$ cat src/rtl/alarm_clock.sv
// 24-hour HH:MM:SS clock with one HH:MM alarm, a 1 s prescaler and BCD
// digit load/display. Binary state is kept internally and decoded to BCD on output.
module alarm_clock #(
  parameter int TICKS_PER_SEC = 10
) (
  input  logic       clk,
  input  logic       reset,
  input  logic [1:0] H_in1,
  input  logic [3:0] H_in0,
  input  logic [3:0] M_in1,
  input  logic [3:0] M_in0,
  input  logic       LD_time,
  input  logic       LD_alarm,
  input  logic       STOP_al,
  input  logic       AL_ON,
  output logic       Alarm,
  output logic [1:0] H_out1,
  output logic [3:0] H_out0,
  output logic [3:0] M_out1,
  output logic [3:0] M_out0,
  output logic [3:0] S_out1,
  output logic [3:0] S_out0
);

  localparam int PW = (TICKS_PER_SEC > 1) ? $clog2(TICKS_PER_SEC) : 1;
  localparam logic [PW-1:0] PRE_LAST = PW'(TICKS_PER_SEC - 1);

  logic [4:0]    hour_q, hour_d, al_h_q, al_h_d;
  logic [5:0]    min_q, min_d, sec_q, sec_d, al_m_q, al_m_d;
  logic [PW-1:0] pre_q, pre_d;
  logic          alarm_q, alarm_d;
  logic          tick;
  logic [5:0]    h_raw;
  logic [7:0]    m_raw;
  logic [4:0]    ld_hour;
  logic [5:0]    ld_min;

  // Digit inputs converted to binary; out-of-range values clamp to 23 / 59.
  always_comb begin
    h_raw   = {4'b0, H_in1} * 6'd10 + {2'b0, H_in0};
    m_raw   = {4'b0, M_in1} * 8'd10 + {4'b0, M_in0};
    ld_hour = (h_raw > 6'd23) ? 5'd23 : h_raw[4:0];
    ld_min  = (m_raw > 8'd59) ? 6'd59 : m_raw[5:0];
  end

  always_comb begin
    hour_d  = hour_q;
    min_d   = min_q;
    sec_d   = sec_q;
    pre_d   = pre_q;
    al_h_d  = al_h_q;
    al_m_d  = al_m_q;
    alarm_d = alarm_q;
    tick    = 1'b0;
    if (LD_alarm) begin
      al_h_d = ld_hour;
      al_m_d = ld_min;
    end
    if (LD_time) begin
      hour_d = ld_hour;
      min_d  = ld_min;
      sec_d  = 6'd0;
      pre_d  = '0;
    end else if (pre_q == PRE_LAST) begin
      pre_d = '0;
      tick  = 1'b1;
      if (sec_q == 6'd59) begin
        sec_d = 6'd0;
        if (min_q == 6'd59) begin
          min_d  = 6'd0;
          hour_d = (hour_q == 5'd23) ? 5'd0 : hour_q + 5'd1;
        end else begin
          min_d = min_q + 6'd1;
        end
      end else begin
        sec_d = sec_q + 6'd1;
      end
    end else begin
      pre_d = pre_q + 1'b1;
    end
    // Only a counted second can trigger the alarm, never a time load.
    if (tick && AL_ON && hour_d == al_h_q && min_d == al_m_q && sec_d == 6'd0)
      alarm_d = 1'b1;
    if (STOP_al)
      alarm_d = 1'b0;
  end

  always_ff @(posedge clk) begin
    if (reset) begin
      hour_q  <= ld_hour;
      min_q   <= ld_min;
      sec_q   <= 6'd0;
      pre_q   <= '0;
      al_h_q  <= 5'd0;
      al_m_q  <= 6'd0;
      alarm_q <= 1'b0;
    end else begin
      hour_q  <= hour_d;
      min_q   <= min_d;
      sec_q   <= sec_d;
      pre_q   <= pre_d;
      al_h_q  <= al_h_d;
      al_m_q  <= al_m_d;
      alarm_q <= alarm_d;
    end
  end

  assign Alarm  = alarm_q;
  assign H_out1 = 2'(hour_q / 5'd10);
  assign H_out0 = 4'(hour_q % 5'd10);
  assign M_out1 = 4'(min_q / 6'd10);
  assign M_out0 = 4'(min_q % 6'd10);
  assign S_out1 = 4'(sec_q / 6'd10);
  assign S_out0 = 4'(sec_q % 6'd10);

endmodule

$ cat config.mk
export PLATFORM = sky130hd
export DESIGN_NAME = alarm_clock
export DESIGN_NICKNAME = d
export VERILOG_FILES = /design/src/rtl/alarm_clock.sv
export SDC_FILE = /design/constraint.sdc
export NUM_CORES = 1
export LEC_CHECK = 0
export CELL_PAD_IN_SITES_DETAIL_PLACEMENT = 1
export CELL_PAD_IN_SITES_GLOBAL_PLACEMENT = 1
export CORE_MARGIN = 2
export CORE_UTILIZATION = 30
export DETAILED_ROUTE_END_ITERATION = 8
export PLACE_DENSITY_LB_ADDON = 0.1
export REMOVE_ABC_BUFFERS = 1
export SYNTH_ARGS = -nofsm -noshare
export SYNTH_HDL_FRONTEND = slang
export SYNTH_SLANG_ARGS = --single-unit
$ cat constraint.sdc
create_clock -name clk -period 4.2 [get_ports clk]
set_input_delay 0.84 -clock clk [delete_from_list [all_inputs] [get_ports clk]]
set_output_delay 0.84 -clock clk [all_outputs]
set_load 0.1 [all_outputs]
==> results of run 1 <==
## power groups by stage
stage	sequential, mW	combinational (mW)	clock [mW]
final	0.396	0.818	0.318
after global routing	0.403	0.875	0.343
after CTS	0.397	0.824	0.327
after detailed placement	0.404	0.821	0
after global placement	0.402	0.812	0
after floorplan	0.402	0.622	0
## per-layer routing
metal,up-vias,track usage,share of wire
li1,1547,-,-
met5,-,0,0
met3,2,0.01884,0.023
met1,1428,0.2308,0.51
met4,0,0.02876,0.0055
met2,45,0.2793,0.47
## logic make-up after synthesis
| family | share of synthesized area |
|---|---|
| flops | 0.2081 |
| fa+ha+maj | 0.1285 |
| buf+inv | 0.07252 |
| xor+xnor | 0.05794 |
| simple gates | 0.2613 |
| other cells | 0.001181 |
| mux | 0.06149 |
| compound gates | 0.2089 |
## worst reg2reg max path: cells and delay by family, from the launching register on
family	cells	cell delay, ns
compound gates	4	0.78
simple gates	4	1.36
fa+ha+maj	1	0.41
flops	1	0.46
## area by class of cell
| class | instances | area [um2] | share of cell area |
|---|---|---|---|
| clock buffers | 7 | 86.33 | 0.02282 |
| flip-flops and latches | 33 | 660.6 | 0.1747 |
| inverters | 23 | 86.33 | 0.02282 |
| clock inverters | 1 | 30.03 | 0.007939 |
| repair buffers | 47 | 455.4 | 0.1204 |
| multi-input cells | 332 | 2293 | 0.6064 |
| well taps | 136 | 170.2 | 0.04499 |
## sequential cells by signal, indices dropped and copies added (netlist names)
signal and cells:
hour_q 5, al_h_q 5, Alarm 1, sec_q 6
min_q 6, pre_q 4, al_m_q 6
## through the flow
stage / area, um2 / util / setup TNS (ns) / setup slack [ns] / instances
floorplan: 3034 / - / -11.97 / -1.796 / 388
global placement: 3660 / 0.3561 / 0 / 0.3850 / 571
detailed placement: 3660 / 0.3561 / 0 / 0.2749 / 571
CTS: 3776 / 0.3674 / 0 / 0.2264 / 579
global route: 3782 / 0.3680 / 0 / 0.1374 / 579
finish: 3782 / 0.3680 / 0 / 0.4352 / 579
## placed cells by master (no fill, tap or decap), drive strengths merged, types with 11 or more instances in the layout
master	n
a211oi	11
nand3	11
xnor2	14
clkdlybuf4s50	26
dfxtp	33
nor2	43
inv	23
nand2	30
ha	27
mux2i	15
o21ai	19
buf	21
a21oi	30
## worst paths after layout
kind / end / start / cells past startpoint
worst min-delay path: pre_q[0]$_SDFF_PP0_ / pre_q[0]$_SDFF_PP0_ / 1
worst max-delay path: S_out0[2] / sec_q[4]$_SDFF_PP0_ / 10
worst max register to register: Alarm$_SDFFE_PP0P_ / sec_q[1]$_SDFF_PP0_ / 9
worst min register to register: pre_q[0]$_SDFF_PP0_ / pre_q[0]$_SDFF_PP0_ / 1
==> impl_results.md, run 1 <==
- Max Fclk: roughly 270 MHz
- Cell-internal power: approximately 0.77 mW
- CTS max path bufs: 2
- Max cap viols: 0
- RSZ-0062 raised after global routing: false
- Top FF cell, synth: dfxtp_1
- Clk pwr share: 0.207
- Die Wd: 106.9 um
- Ant. Diodes: 0
- Finish-stage setup viols: 0
- Power, Total: approximately 1.5 mW
- Most frequent cell after synthesis: nor2_1
- First-pass GRT wire length: roughly 15 mm
- CTS clk-pin slew, worst paths: roughly 0.07 ns
- DR pass1 iterations: 4
- Via count: 3,022
- Distinct cells, synth: between 60 and 70
- Final worst-path cycle share: 0.8964
- Crit-path leading delay family: compound AO/OA/AOI/OAI gates
- Worst R2R Setup Slack: 1.13 ns
- Post-synthesis register bit count: 33
- Cts repair resizes: 0
- WL/cell: approximately 16 um
- Relative slew slack: 0.3490
- Fillers: about 1,300
- CP max FO: 9
- IO Pins: between 40 and 50
- I/O Buffers: 40
- Seq pwr share: 0.259
- Net Sw Power: around 0.76 mW
- Critical path, cell by cell: inv_1 -> ha_1 -> a21oi_1 -> a21oi_1 -> mux2i_1 -> xnor2_1 -> nand2_1 -> a221oi_2 -> mux2i_1 -> buf_12
- Largest net degree at the start of global routing: 20
- Dominant cells by area after synthesis: dfxtp_1 (21%), ha_1 (11%), nor2_1 (5.1%), a21oi_1 (4.7%), mux2i_1 (4.7%)
- Core area: 10,280 um2
- # H-tree levels: 2
- Final hold slack: about 0.48 ns
- Initial antenna violation count: 0
- Crit path max-delay cell type: dfxtp_1
- CP Launch Type: register
- TritonCTS clock tree: done
- Worst-margin pin slew: between 0.9 and 1 ns
- GR Overflow Total: 0
- Hold WC Path Type: reg2reg
- Overall routing resource usage: 0.1659
- Cts hold-fix bufs: 0
- Worst-skew pair later-pin latency: approximately 0.29 ns
- Leakage Power: between 1.5 and 2 nW
- Crit path kind: reg2out
- Average size of a mapped cell: between 7 and 8 um2
- Status: complete, no violations
- # rows: 37
- Setup Skew: around 0.0050 ns
- DRC Markers: 0
- DR iter-0 viols: 94
- Crit path capture type: primary output
- Combinational Power Share: 0.534
- Post-synth top area share: 0.2081
- Syn Std Cell Area: around 3200 um2
- Vias/cell: around 5.2
- Final net count: slightly below 500
- Die height: roughly 110 um
- GPL Wtd Cong: 0.7954
- # clock sinks: 33
- Pwr dens: 405.2 nW/um2
- Share of cells above drive strength 1: 0.08352
- Post-route ant nets: 0
- Initial core utilization: 0.3089
- Slew Viols, Final: 0
- Hold violation count in the final report: 0
- Vias in the first global route: 3,007
- Post-synth top area cell: dfxtp_1
- Ys async rst share: 0
- WP buf/inv: 2
- Sequential share of the synthesized area: 0.2081
- Syn Inst Count: 414
- Postcts setup bufs: 0
- Commonest cells post-synth: nor2_1 (43), dfxtp_1 (33), a21oi_1 (30), nand2_1 (30), ha_1 (27)
- Critical Path Max Stage Delay: around 0.50 ns
- Max VDD drop: 0.4597 mV
- CTS Root Cell: clkbuf_8
- Synth Warn #: 0
- Tmin final: approximately 3.8 ns
- Post-detail-place hpwl: a little over 7 mm
- Routed wire length: 9.221 mm
- Die area: about 11,000 um2
- Post-synth EDFFs: 0
- Sw Ratio: 0.4964
- Worst EP required: 3.36 ns
- Area growth syn-to-layout: 19.16%
- Arr. time, crit path: a little under 3 ns
- CTS Buf Count: 5
No activity file was read; power rests on OpenSTA's default activity.
==> run 2: changes to the inputs <==
- CORE_MARGIN: 2 -> default
==> run 2 against run 1 <==
Effect of this change:
- global-route usage rose by 0.54 points
- highest routed layer unchanged
- maximum frequency fell by 2.0%
- design area fell by 0.69%
- wire length rose by 0.14%
- via count rose by 2.3%
- count of clock-buffer cells in the layout fell by 1
- flip-flop and latch count did not move
- clock power fell by 24%
- clock skew rose by 0.0072 ns
==> impl_results.md, run 2 (synthesized netlist as in run 1, its figures left out) <==
- Arr. time, crit path: approximately 3.0 ns
- Hold WC Path Type: reg2reg
- DP Area: between 3000 and 4000 um2
- Initial antenna violation count: 0
- Cts hold-fix bufs: 0
- DR iter-0 viols: 67
- Ant. Diodes: 0
- # H-tree levels: 2
- Die area: about 11,000 um2
- Critical path, cell by cell: inv_1 -> ha_1 -> a21oi_1 -> a21oi_1 -> mux2i_1 -> xnor2_1 -> nand2_1 -> a221oi_2 -> mux2i_1 -> buf_12
- Share of cells above drive strength 1: 0.08559
- CP max FO: 9
- R2R depth: 9
- Initial core utilization: 0.3089
- Register Area: 660.6 um2
- TritonCTS clock tree: done
- CTS max path bufs: 2
- Largest net degree at the start of global routing: 20
- WL/cell: 15.92 um
- Tmin final: 3.842 ns
- Hold-critical path depth: 1
- Worst-margin pin slew: slightly below 1 ns
- Worst-skew pair later-pin latency: 0.30 ns
- Crit path max-delay cell type: dfxtp_1
- Post-route ant nets: 0
- GPL Wtd Cong: just under 0.8
- Status: complete, no violations
- Critical Path Max Stage Delay: ~0.50 ns
- Slew Viols, Final: 0
- Cell area after layout: between 3000 and 4000 um2
- Cts repair resizes: 0
- Max VDD drop: about 0.3 mV
- First-pass GRT wire length: roughly 15 mm
- Die height: between 100 and 150 um
- Crit path kind: reg2out
- Most frequent cells in the layout: nor2_1 (43), dfxtp_1 (33), a21oi_1 (30), nand2_1 (30), ha_1 (27)
- Postcts setup bufs: 0
- Die Wd: about 100 um
- Relative slew slack: 0.3550
- Top flop regs: al_m_q (6), min_q (6), sec_q (6)
- Fillers: approximately 1,300
- Via count: between 3,000 and 4,000
- Max cap viols: 0
- Hold violation count in the final report: 0
- Final net count: between 400 and 500
- Max Fclk: about 260 MHz
- I/O Buffers: 40
- DRC Markers: 0
- Leakage Power: around 1.5 nW
- Final worst-path cycle share: 0.9147
- Pwr dens: between 300 and 400 nW/um2
- Post-detail-place hpwl: just over 7 mm
- Overall routing resource usage: 0.1712
- CTS Buf Count: 5
- CTS clk-pin slew, worst paths: around 0.070 ns
- RSZ-0062 raised after global routing: false
- Worst EP required: between 3 and 4 ns
- Area growth syn-to-layout: 18.33%
- CP Launch Type: register
- Core area: 10,280 um2
- # clock sinks: 33
- Finish-stage setup viols: 0
- Area of the multi-input gates: about 2300 um2
- GR Overflow Total: 0
- IO Pins: 43
- DR pass1 iterations: 5
- Final core occ: 0.3655
- Crit path capture type: primary output
- Worst R2R Setup Slack: 1.07 ns
- CTS Root Cell: clkbuf_8
- # rows: 37
- Vias/cell: 5.331
- Routed wire length: roughly 9 mm
- Setup Skew: around 0.012 ns
- Commonest non-fill, non-tap cell in the layout: nor2_1
- Vias in the first global route: approximately 3,000
run 2: cell count changes in the layout (fill, tap and decap cells not counted), sizes merged:
cell	delta
bufinv	-1
clkinv	+2
clkbuf	-1
buf	+1
run 2: final cells by class:
class,count,area share
multi-input cells,332,0.6106
flip-flops and latches,33,0.1759
repair buffers,48,0.1233
well taps,136,0.04530
inverters,23,0.02298
clock buffers,6,0.01932
clock inverters,2,0.002665
run 2: metrics by stage:
stage / power [mW] / setup WS [ns] / setup TNS (ns) / hold slack [ns] / instances
global placement: 1.215 / 0.3659 / 0 / 0.4522 / 572
detailed placement: 1.229 / 0.2522 / 0 / 0.4676 / 572
global route: 1.541 / 0.1341 / 0 / 0.5053 / 580
finish: 1.460 / 0.3584 / 0 / 0.4764 / 580
floorplan: 1.024 / -1.796 / -11.97 / 0.4334 / 388
CTS: 1.474 / 0.1439 / 0 / 0.4812 / 580
run 2: final timing paths:
path	to	start
worst max-delay path	S_out0[2]	sec_q[4]$_SDFF_PP0_
worst min register to register	pre_q[0]$_SDFF_PP0_	pre_q[0]$_SDFF_PP0_
worst max register to register	Alarm$_SDFFE_PP0P_	sec_q[1]$_SDFF_PP0_
worst min-delay path	pre_q[0]$_SDFF_PP0_	pre_q[0]$_SDFF_PP0_
run 2: worst max-delay path: cells and delay by family, from the launching register on:
kind                       cells  cell delay (ns)
AOI/OAI and AO/OA              3             0.68
muxes                          2             0.64
DFF                            1             0.50
buffers and inverters          2             0.37
adders and majority gates      1             0.21
xor gates and xnor gates       1             0.21
and+or+nand+nor                1             0.11
run 2: power by group:
group / switching (mW) / internal, mW / leakage [nW]
Clock: 0.127 / 0.115 / 0.0450
Sequential: 0.0567 / 0.340 / 0.272
Combinational: 0.583 / 0.238 / 1.20
run 2: layer usage:
layer | vias up | GRT usage | part of all wire
met4 | 0 | 0.05332 | 0.013
li1 | 1547 | - | -
met1 | 1491 | 0.2217 | 0.49
met3 | 7 | 0.01435 | 0.018
met5 | - | 0 | 0
met2 | 47 | 0.2999 | 0.48
==> run 3: changes to the inputs <==
- PLACE_DENSITY: default -> 0.63
- PLACE_DENSITY_LB_ADDON: 0.1 -> default
==> run 3 against run 2 <==
Effect of this change:
- design area about the same
- flip-flop and latch count unchanged
- sequential power about the same
- critical path depth unchanged
- clock skew decreased by 0.0051 ns
- clock power increased by 2%
- maximum frequency increased by 0.49%
- total power decreased by 0.17%
- sequential share of layout area about the same
- die area unchanged
- largest power group unchanged
==> impl_results.md, run 3 (synthesized netlist as in run 1, its figures left out) <==
- Status: complete, no violations
- Ant. Diodes: 0
- CP max FO: 9
- Via count: approximately 3,100
- Die Wd: roughly 100 um
- Clk pwr share: 0.169
- Core area: 10,280 um2
- IO Pins: 43
- Cts hold-fix bufs: 0
- Net Sw Power: roughly 0.75 mW
- Largest net degree at the start of global routing: 20
- Worst-margin pin slew: just under 1 ns
- # H-tree levels: 2
- CTS Buf Count: 5
- Max cap viols: 0
- Final worst-path cycle share: 0.9102
- Hold Path Sink: pre_q[0]$_SDFF_PP0_
- Tmin final: between 3 and 4 ns
- CP Launch Type: register
- Met2 WL post-DR: 4.304 mm
- Relative slew slack: 0.3559
- Most frequent cells in the layout: nor2_1 (43), dfxtp_1 (33), a21oi_1 (30), nand2_1 (30), ha_1 (27)
- TritonCTS clock tree: done
- CTS clk-pin slew, worst paths: approximately 0.070 ns
- Seq pwr share: 0.272
- Die height: 104.9 um
- Final net count: roughly 490
- Met3 wire length: a little under 300 um
- Worst-skew pair later-pin latency: around 0.28 ns
- Max VDD drop: slightly below 0.4 mV
- Max Fclk: ~260 MHz
- Hold violation count in the final report: 0
- Overall routing resource usage: 0.1686
- GPL Wtd Cong: 0.8067
- Crit path kind: reg2out
- Initial antenna violation count: 0
- Vias in the first global route: ~3,000
- Setup Skew: just over 0.007 ns
- WL/cell: 15.49 um
- Final Non-Filler Cells: 578
- Finish-stage setup viols: 0
- Sw Ratio: 0.5146
- Placed Cells incl. Taps: ~570
- GR Overflow Total: 0
- Routed wire length: 8.951 mm
- Met1 WL: about 4.3 mm
- Combinational Power Share: 0.560
- Cell-internal power: about 0.7 mW
- DRC Markers: 0
- Worst R2R Setup Slack: approximately 1.1 ns
- Pwr dens: 388.5 nW/um2
- DR pass1 iterations: 4
- Area growth syn-to-layout: 18.21%
- RSZ-0062 raised after global routing: false
- End of the worst register-to-register path: Alarm$_SDFFE_PP0P_
- DR iter-0 viols: 125
- R2R depth: 9
- Initial core utilization: 0.3089
- Top layer in use: met4
- Share of cells above drive strength 1: 0.08145
- Die area: about 11,000 um2
- I/O Buffers: 40
- HP Start: pre_q[0]$_SDFF_PP0_
- Crit path capture type: primary output
- Final TNS setup: 0 ns
- Post-detail-place hpwl: 7.080 mm
- CTS max path bufs: 2
- FF-to-FF Start: sec_q[1]$_SDFF_PP0_
- Arr. time, crit path: 2.98 ns
- Hold-critical path depth: 1
- First-pass GRT wire length: 15.15 mm
- Hold WC Path Type: reg2reg
- Vias/cell: between 5 and 6
- CTS Root Cell: clkbuf_8
- Leakage Power: approximately 1.5 nW
- Post-route ant nets: 0
- Fillers: around 1,300
- # rows: 37
- Commonest non-fill, non-tap cell in the layout: nor2_1
- Worst EP required: about 3.4 ns
- # clock sinks: 33
- Slew Viols, Final: 0
- Top flop regs: al_m_q (6), min_q (6), sec_q (6)
## run 3: cell count changes in the layout (fill, tap and decap cells not counted), sizes merged
cell and delta:
buf -1, clkbuf +1, clkinv -2
## run 3: worst max path at each step
stage | startpoint | slack, ns | depth (start not counted) | endpoint
2_1_floorplan | min_q[5]$_DFF_P_ | -1.80 | 6 | M_out0[3]
3_3_place_gp | M_in1[1] | 0.43 | 12 | Alarm$_SDFFE_PP0P_
3_5_place_dp | M_in1[1] | 0.38 | 12 | Alarm$_SDFFE_PP0P_
4_1_cts | sec_q[4]$_SDFF_PP0_ | 0.17 | 10 | S_out0[2]
5_1_grt | sec_q[4]$_SDFF_PP0_ | 0.07 | 11 | S_out0[3]
6_report | sec_q[4]$_SDFF_PP0_ | 0.38 | 10 | S_out0[2]
## run 3: stage by stage
| step | power (mW) | setup WS [ns] | utilization | hold slack, ns | cell area, um2 |
|---|---|---|---|---|---|
| floorplan | 1.024 | -1.796 | - | 0.4334 | 3034 |
| detailed placement | 1.221 | 0.3809 | 0.3561 | 0.4711 | 3660 |
| CTS | 1.473 | 0.1670 | 0.3645 | 0.4824 | 3746 |
| global route | 1.545 | 0.06606 | 0.3651 | 0.5274 | 3752 |
| global placement | 1.208 | 0.4283 | 0.3561 | 0.4505 | 3660 |
| finish | 1.458 | 0.3772 | 0.3651 | 0.4848 | 3752 |
## run 3: worst max-delay path, stage by stage (launching register included)
cell and delay (ns):
dfxtp_1 0.50, inv_1 0.16, ha_1 0.21, a21oi_1 0.16, a21oi_1 0.07, mux2i_1 0.29
xnor2_1 0.21, nand2_1 0.11, a221oi_2 0.40, mux2i_1 0.37, buf_12 0.22
## run 3: per-layer routing
metal / up-vias / track usage
li1: 1545 / -
met1: 1481 / 0.2284
met2: 65 / 0.2843
met3: 7 / 0.02183
met4: 0 / 0.03622
met5: - / 0
## run 3: power groups by stage
stage | combinational, mW | clock [mW] | sequential (mW)
detailed placement | 0.819 | 0 | 0.402
global placement | 0.807 | 0 | 0.400
global route | 0.873 | 0.270 | 0.402
finish | 0.816 | 0.246 | 0.396
CTS | 0.822 | 0.256 | 0.395
floorplan | 0.622 | 0 | 0.402
## run 3: final cells by class
class / count / area, um2 / share of cell area
clock buffers: 7 / 86.33 / 0.02301
inverters: 23 / 86.33 / 0.02301
multi-input cells: 332 / 2293 / 0.6112
flip-flops and latches: 33 / 660.6 / 0.1761
well taps: 136 / 170.2 / 0.04535
repair buffers: 47 / 455.4 / 0.1214
## run 3: what timing repair did
item	4_1_cts	5_1_grt
buffers inserted	0	0
endpoints found under the hold margin	0	0
endpoints found under the setup margin	0	2
gates resized for setup	0	1
==> patch 1 (config.mk and constraints of run 1) <==
`TICKS_PER_SEC`: 10 -> 11.
--- a/src/rtl/alarm_clock.sv
+++ b/src/rtl/alarm_clock.sv
@@ -1,7 +1,7 @@
 // 24-hour HH:MM:SS clock with one HH:MM alarm, a 1 s prescaler and BCD
 // digit load/display. Binary state is kept internally and decoded to BCD on output.
 module alarm_clock #(
-  parameter int TICKS_PER_SEC = 10
+  parameter int TICKS_PER_SEC = 11
 ) (
   input  logic       clk,
   input  logic       reset,
Behaviour: no difference found for any inputs over 10 cycles, from zero or initial values and one cycle with reset high; that may be too few to reach the edited logic, so the function may still have changed.
==> patch 1 against run 1 <==
Final area decreased by 0.96%; synthesized cell count decreased by 3.1%; setup slack got worse by 0.13 ns; total power about the same; global-route usage decreased by 0.15 points; wire length decreased by 2.7%; sequential cell count unchanged; hold slack got worse by 0.0077 ns; synthesized area decreased by 0.95%; sequential power decreased by 2%; first-iteration DRC count decreased by 22%; count of clock-buffer cells in the layout decreased by 1.
==> patch 1: results (changes against run 1) <==
qor: cells_and_area.final_cell_count_no_fill 571 [-1.4%]
qor: synthesis.synth-seq-area-share 21.0% [+0.20 points]
qor: placement.placed_cells_incl_taps 563 [-1.4%]
qor: detailed_routing.post_drt_via_cell_ratio 5.23 [+0.13%]
qor: worst_hold_path.worstHoldPathType reg -> reg
qor: synthesis.syn_area_per_cell 7.84 µm² [+2.3%]
qor: synthesis.area_leader_netlist sky130_fd_sc_hd__dfxtp_1
qor: detailed_routing.drt_pass1_iterations 5 [+1]
qor: pwr.power.static_leakage 0.00161 µW [+5.5%]
qor: outcome.status completed
qor: cells_and_area.drive_gt1_share 11.3% [+2.9 points]
qor: clock_tree.clk-insertion-delay-late 0.30 ns
qor: setup_path.worst-path-max-fanout 3 [-6]
qor: grt.grt_first_pass_wirelength 15100 µm [-1.4%]
qor: clock_tree.postCtsSetupRepairBufs 0 [unchanged]
qor: synthesis.yosysUniqueCellTypes 67 [+6.3%]
qor: clock_tree.numCtsBuffers 5 [unchanged]
qor: cells_and_area.design.final.nets 484 [-1.6%]
qor: setup_path.arrival 4.10 ns [+1.18 ns]
qor: synthesis.synthesis_warnings 0 [unchanged]
qor: cells_and_area.fill_cells 1261 [-0.55%]
qor: cells_and_area.num_antenna_cells 0 [unchanged]
qor: clock_tree.clockBufferDepth 2 [unchanged]
qor: timing.clock-skew-final 0.00699 ns [+0.00202 ns]
qor: synthesis.ys_top_cells_by_count sky130_fd_sc_hd__nor2_1, sky130_fd_sc_hd__dfxtp_1, sky130_fd_sc_hd__ha_1
qor: timing.slew-limit-headroom 34.8% [-0.099 points]
qor: pwr.power.ir.vdd_worst 0.266 mV [-42%]
qor: worst_hold_path.whs_path_depth 1 [unchanged]
qor: synthesis.synth.top_cells.by_area sky130_fd_sc_hd__dfxtp_1, sky130_fd_sc_hd__ha_1, sky130_fd_sc_hd__nor2_1
qor: clock_tree.htree_num_levels 2 [unchanged]
qor: placement.dp_hpwl 7190 µm [+0.45%]
qor: clock_tree.clk_root_buffer_cell sky130_fd_sc_hd__clkbuf_8
qor: placement.port-buffer-count 40 [unchanged]
qor: placement.gpl.final_weighted_congestion 0.767 [-3.6%]
qor: clock_tree.path_clk_slew 0.07 ns [about the same]
qor: grt.grt_util_all_layers 16.4% [-0.15 points]
qor: setup_path.r2r_cells 9 [unchanged]
qor: cells_and_area.biggestRegsByFlops al_m_q: 6 flops, min_q: 6 flops, sec_q: 6 flops
qor: detailed_routing.drt_iter0_markers 73 [-22%]
qor: detailed_routing.drt_wl_total 8970 µm [-2.7%]
qor: grt.antenna_violations_before_repair 0 [unchanged]
qor: grt.grt_start_max_net_pins 21 [+5.0%]
qor: grt.number_of_global_route_vias_before_repair 3093 [+2.9%]
qor: synthesis.asyncSetResetFlopFracSynth 0% [unchanged]
[patch 1: cell count changes after synthesis, sizes merged, moves of 4 or more]
| cell | before | now |
|---|---|---|
| a21oi | 30 | 24 |
| clkbuf | 17 | 8 |
| nand2 | 30 | 26 |
| buf | 10 | 15 |
| nor2 | 43 | 51 |
[patch 1: what timing repair did]
action                     CTS  global route
gates resized for setup      0             1
setup endpoints to repair    0             2
hold endpoints to repair     0             0
[patch 1: routing by layer]
layer	vias to the layer above	GRT usage, %	wire, µm
met1	1437	19.7	4110
met4	0	4.61	57
met5	-	0	0
li1	1499	-	-
met3	2	2.39	225
met2	46	30.3	4580
[patch 1: final timing paths]
path	start	end	slack [ns]
worst min register to register	pre_q[0]	pre_q[0]	0.47
worst max register to register	sec_q[1]	Alarm	0.96
worst min-delay path	pre_q[0]	pre_q[0]	0.47
worst max-delay path	M_in1[1]	Alarm	0.31
[patch 1: layout make-up]
class                   instances  area share [%]
inverters                      26            2.61
multi-input cells             320            59.7
clock inverters                 2            1.00
well taps                     136            4.54
flip-flops and latches         33            17.6
clock buffers                   6            2.20
repair buffers                 48            12.4
[patch 1: power breakdown]
part / switching (µW) / internal (µW) / leakage [µW]
clock network: 136 / 193 / 0.0000574
registers: 50.2 / 340 / 0.000272
logic: 585 / 229 / 0.00128
[patch 1: metrics by stage]
| stage | cell area (µm²) | worst slack (ns) | setup TNS, ns | hold WS (ns) | total power (µW) |
|---|---|---|---|---|---|
| after floorplan | 2990 | -1.86 | -12.30 | 0.430 | 1020 |
| after global placement | 3620 | 0.0865 | 0 | 0.441 | 1210 |
| after detailed placement | 3620 | -0.0290 | -0.0290 | 0.459 | 1220 |
| after CTS | 3740 | 0.0763 | 0 | 0.476 | 1550 |
| after global routing | 3750 | 0.0654 | 0 | 0.485 | 1620 |
| final | 3750 | 0.306 | 0 | 0.468 | 1530 |
[patch 1: kinds of logic (layout without fill, tap and decap cells)]
group	after synthesis	in the layout	synth area share [%]
and+or+nand+nor	151	151	25.6
AOI/OAI and AO/OA	101	101	21.8
buffers and inverters	49	82	8.24
DFF	33	33	21.0
adders and majority gates	30	30	12.7
xor gates and xnor gates	23	23	6.41
muxes	13	13	4.14
other	1	2	0.119
[patch 1: critical path, stage by stage]
cell	delay, ns
sky130_fd_sc_hd__clkdlybuf4s50_1	0.43
sky130_fd_sc_hd__ha_1	0.33
sky130_fd_sc_hd__ha_1	0.22
sky130_fd_sc_hd__fa_1	0.53
sky130_fd_sc_hd__inv_1	0.07
sky130_fd_sc_hd__nor4_1	0.38
sky130_fd_sc_hd__nand4_1	0.21
sky130_fd_sc_hd__o211ai_1	0.21
sky130_fd_sc_hd__a41oi_1	0.14
sky130_fd_sc_hd__or4_1	0.56
sky130_fd_sc_hd__o31ai_2	0.19
==> patch 2 (flow settings as in run 1) <==
Without the edit above. Register the output `S_out0`, without a reset; this adds one clock of latency there. The other outputs are not delayed to match.
--- a/src/rtl/alarm_clock.sv
+++ b/src/rtl/alarm_clock.sv
@@ -111,7 +111,9 @@
   assign M_out1 = 4'(min_q / 6'd10);
   assign M_out0 = 4'(min_q % 6'd10);
   assign S_out1 = 4'(sec_q / 6'd10);
-  assign S_out0 = 4'(sec_q % 6'd10);
+  always_ff @(posedge clk) begin
+    S_out0 <= 4'(sec_q % 6'd10);
+  end
 
 endmodule
 
Formal check against the unedited RTL: same outputs for any inputs over 10 cycles, from zero or initial values and one cycle with reset high; that may be too few to reach the edited logic, so the function may still have changed.
==> patch 2 against run 1 <==
Hold slack lost 0.016 ns; utilization shrank 0.42 points; final area grew 4.7%; highest routed layer unchanged; sequential share of layout area grew 1.2 points; clock power shrank 19%; setup slack lost 0.068 ns; sequential cell count grew 4; wire length grew 1.1%; die area grew 5.7%; total power shrank 0.99%; synthesized area grew 5.9%; critical endpoint is now Alarm; largest cell class unchanged; sequential power grew 7.6%; count of clock-buffer cells in the layout is the same.
==> patch 2: results (changes against run 1) <==
qor: setup_path.critPathLaunch M_in1[1]
qor: grt.number_of_global_route_vias_before_repair 3114 [+3.6%]
qor: timing.clock-skew-final 0.00809 ns [+0.00311 ns]
qor: setup_path.arrival 4.06 ns [+1.14 ns]
qor: setup_path.crit_path_end_kind flop
qor: cells_and_area.num_antenna_cells 0 [unchanged]
qor: placement.port-buffer-count 40 [unchanged]
qor: placement.dp_hpwl 7300 µm [+1.9%]
qor: timing.tightest_slew 0.967 ns [-0.00654 ns]
qor: synthesis.synth.top_cells.by_area sky130_fd_sc_hd__dfxtp_1, sky130_fd_sc_hd__ha_1, sky130_fd_sc_hd__nor2_1
qor: pwr.power.ir.vdd_worst 0.305 mV [-34%]
qor: placement.placement.setup.worst_slack 0.0661 ns [-0.209 ns]
qor: clock_tree.clockBufferDepth 2 [unchanged]
qor: grt.grt_start_max_net_pins 22 [+10%]
qor: synthesis.synth-seq-area-share 22.0% [+1.2 points]
qor: synthesis.ys_top_cells_by_count sky130_fd_sc_hd__nor2_1, sky130_fd_sc_hd__dfxtp_1, sky130_fd_sc_hd__nand2_1
qor: grt.grt_util_all_layers 16.1% [-0.50 points]
qor: placement.placed_cells_incl_taps 593 [+3.9%]
qor: setup_path.r2r_slack 1.11 ns [-0.02 ns]
qor: clock_tree.clk-insertion-delay-late 0.29 ns [about the same]
qor: timing.period_utilization 91.2% [+1.6 points]
qor: clock_tree.htree_num_levels 2 [unchanged]
qor: cells_and_area.biggestRegsByFlops al_m_q: 6 flops, min_q: 6 flops, sec_q: 6 flops
qor: setup_path.timing.critical_path.slowest_stage_cell sky130_fd_sc_hd__fa_1
qor: synthesis.yosysUniqueCellTypes 68 [+7.9%]
qor: cells_and_area.drive_gt1_share 10.0% [+1.6 points]
qor: setup_path.timing.rr.start sec_q[0]
qor: detailed_routing.drt_iter0_markers 130 [+38%]
qor: detailed_routing.wire_per_inst 15.5 µm [-2.5%]
qor: detailed_routing.drt_pass1_iterations 6 [+2]
qor: cells_and_area.design.final.nets 510 [+3.7%]
qor: synthesis.syn_area_per_cell 7.84 µm² [+2.2%]
qor: outcome.status completed
qor: setup_path.worst-path-max-fanout 7 [-2]
qor: detailed_routing.post_drt_via_cell_ratio 5.30 [+1.4%]
qor: grt.grt_first_pass_wirelength 15500 µm [+1.6%]
qor: synthesis.asyncSetResetFlopFracSynth 0% [unchanged]
qor: placement.dpl-instance-area 0.00387 mm² [+5.9%]
qor: placement.gpl.final_weighted_congestion 0.779 [-2.1%]
qor: setup_path.worst_path_largest_cell_delay 0.56 ns [+0.06 ns]
qor: clock_tree.path_clk_slew 0.07 ns [about the same]
qor: cells_and_area.final_cell_count_no_fill 600 [+3.6%]
qor: timing.hold_slack 0.459 ns [-0.0163 ns]
qor: pwr.power.static_leakage 0.00168 µW [+9.9%]
[patch 2: logic make-up (layout without fill, tap and decap cells)]
kind of cell / Yosys count / in the layout / synth area share, %
muxes: 18 / 18 / 5.40
buffers and inverters: 52 / 82 / 6.29
AOI/OAI and AO/OA: 104 / 104 / 21.8
other: 1 / 2 / 0.112
xor gates and xnor gates: 19 / 19 / 4.95
adders and majority gates: 30 / 30 / 11.8
DFF: 37 / 37 / 22.0
and+or+nand+nor: 168 / 168 / 27.6
[patch 2: how the worst min path moves through the flow]
stage,from,to,cells after the start
6_report,sec_q[0],S_out0[0],0
5_1_grt,sec_q[0],S_out0[0],0
4_1_cts,sec_q[0],S_out0[0],0
3_5_place_dp,sec_q[0],S_out0[0],0
3_3_place_gp,pre_q[0],pre_q[0],1
2_1_floorplan,sec_q[0],S_out0[0],0
[patch 2: final cells by class]
cell class | instances | area (µm²)
clock buffer | 7 | 86.3
tap | 140 | 175
inverter | 24 | 90.1
multi-input combinational | 341 | 2410
timing repair buffer | 51 | 455
sequential | 37 | 741
fill | 1311 | 6930
[patch 2: report_power, final]
group	internal, µW	total (µW)	switching [µW]
Combinational	245	835	590
Sequential	378	426	48.0
Clock	130	256	126
[patch 2: routing by layer]
metal | routed length (µm) | GRT usage, % | up-vias
met2 | 4350 | 27.5 | 38
met4 | 112 | 4.16 | 0
met1 | 4680 | 21.4 | 1520
li1 | - | - | 1612
met3 | 179 | 1.84 | 7
met5 | 0 | 0 | -
[patch 2: worst max-delay path, delay by kind of cell]
| kind | cells | cell delay [ns] |
|---|---|---|
| buffers and inverters | 1 | 0.46 |
| AND/OR/NAND/NOR | 2 | 0.68 |
| AO/OA/AOI/OAI | 6 | 0.97 |
| adder cells (fa/ha/maj) | 3 | 1.11 |
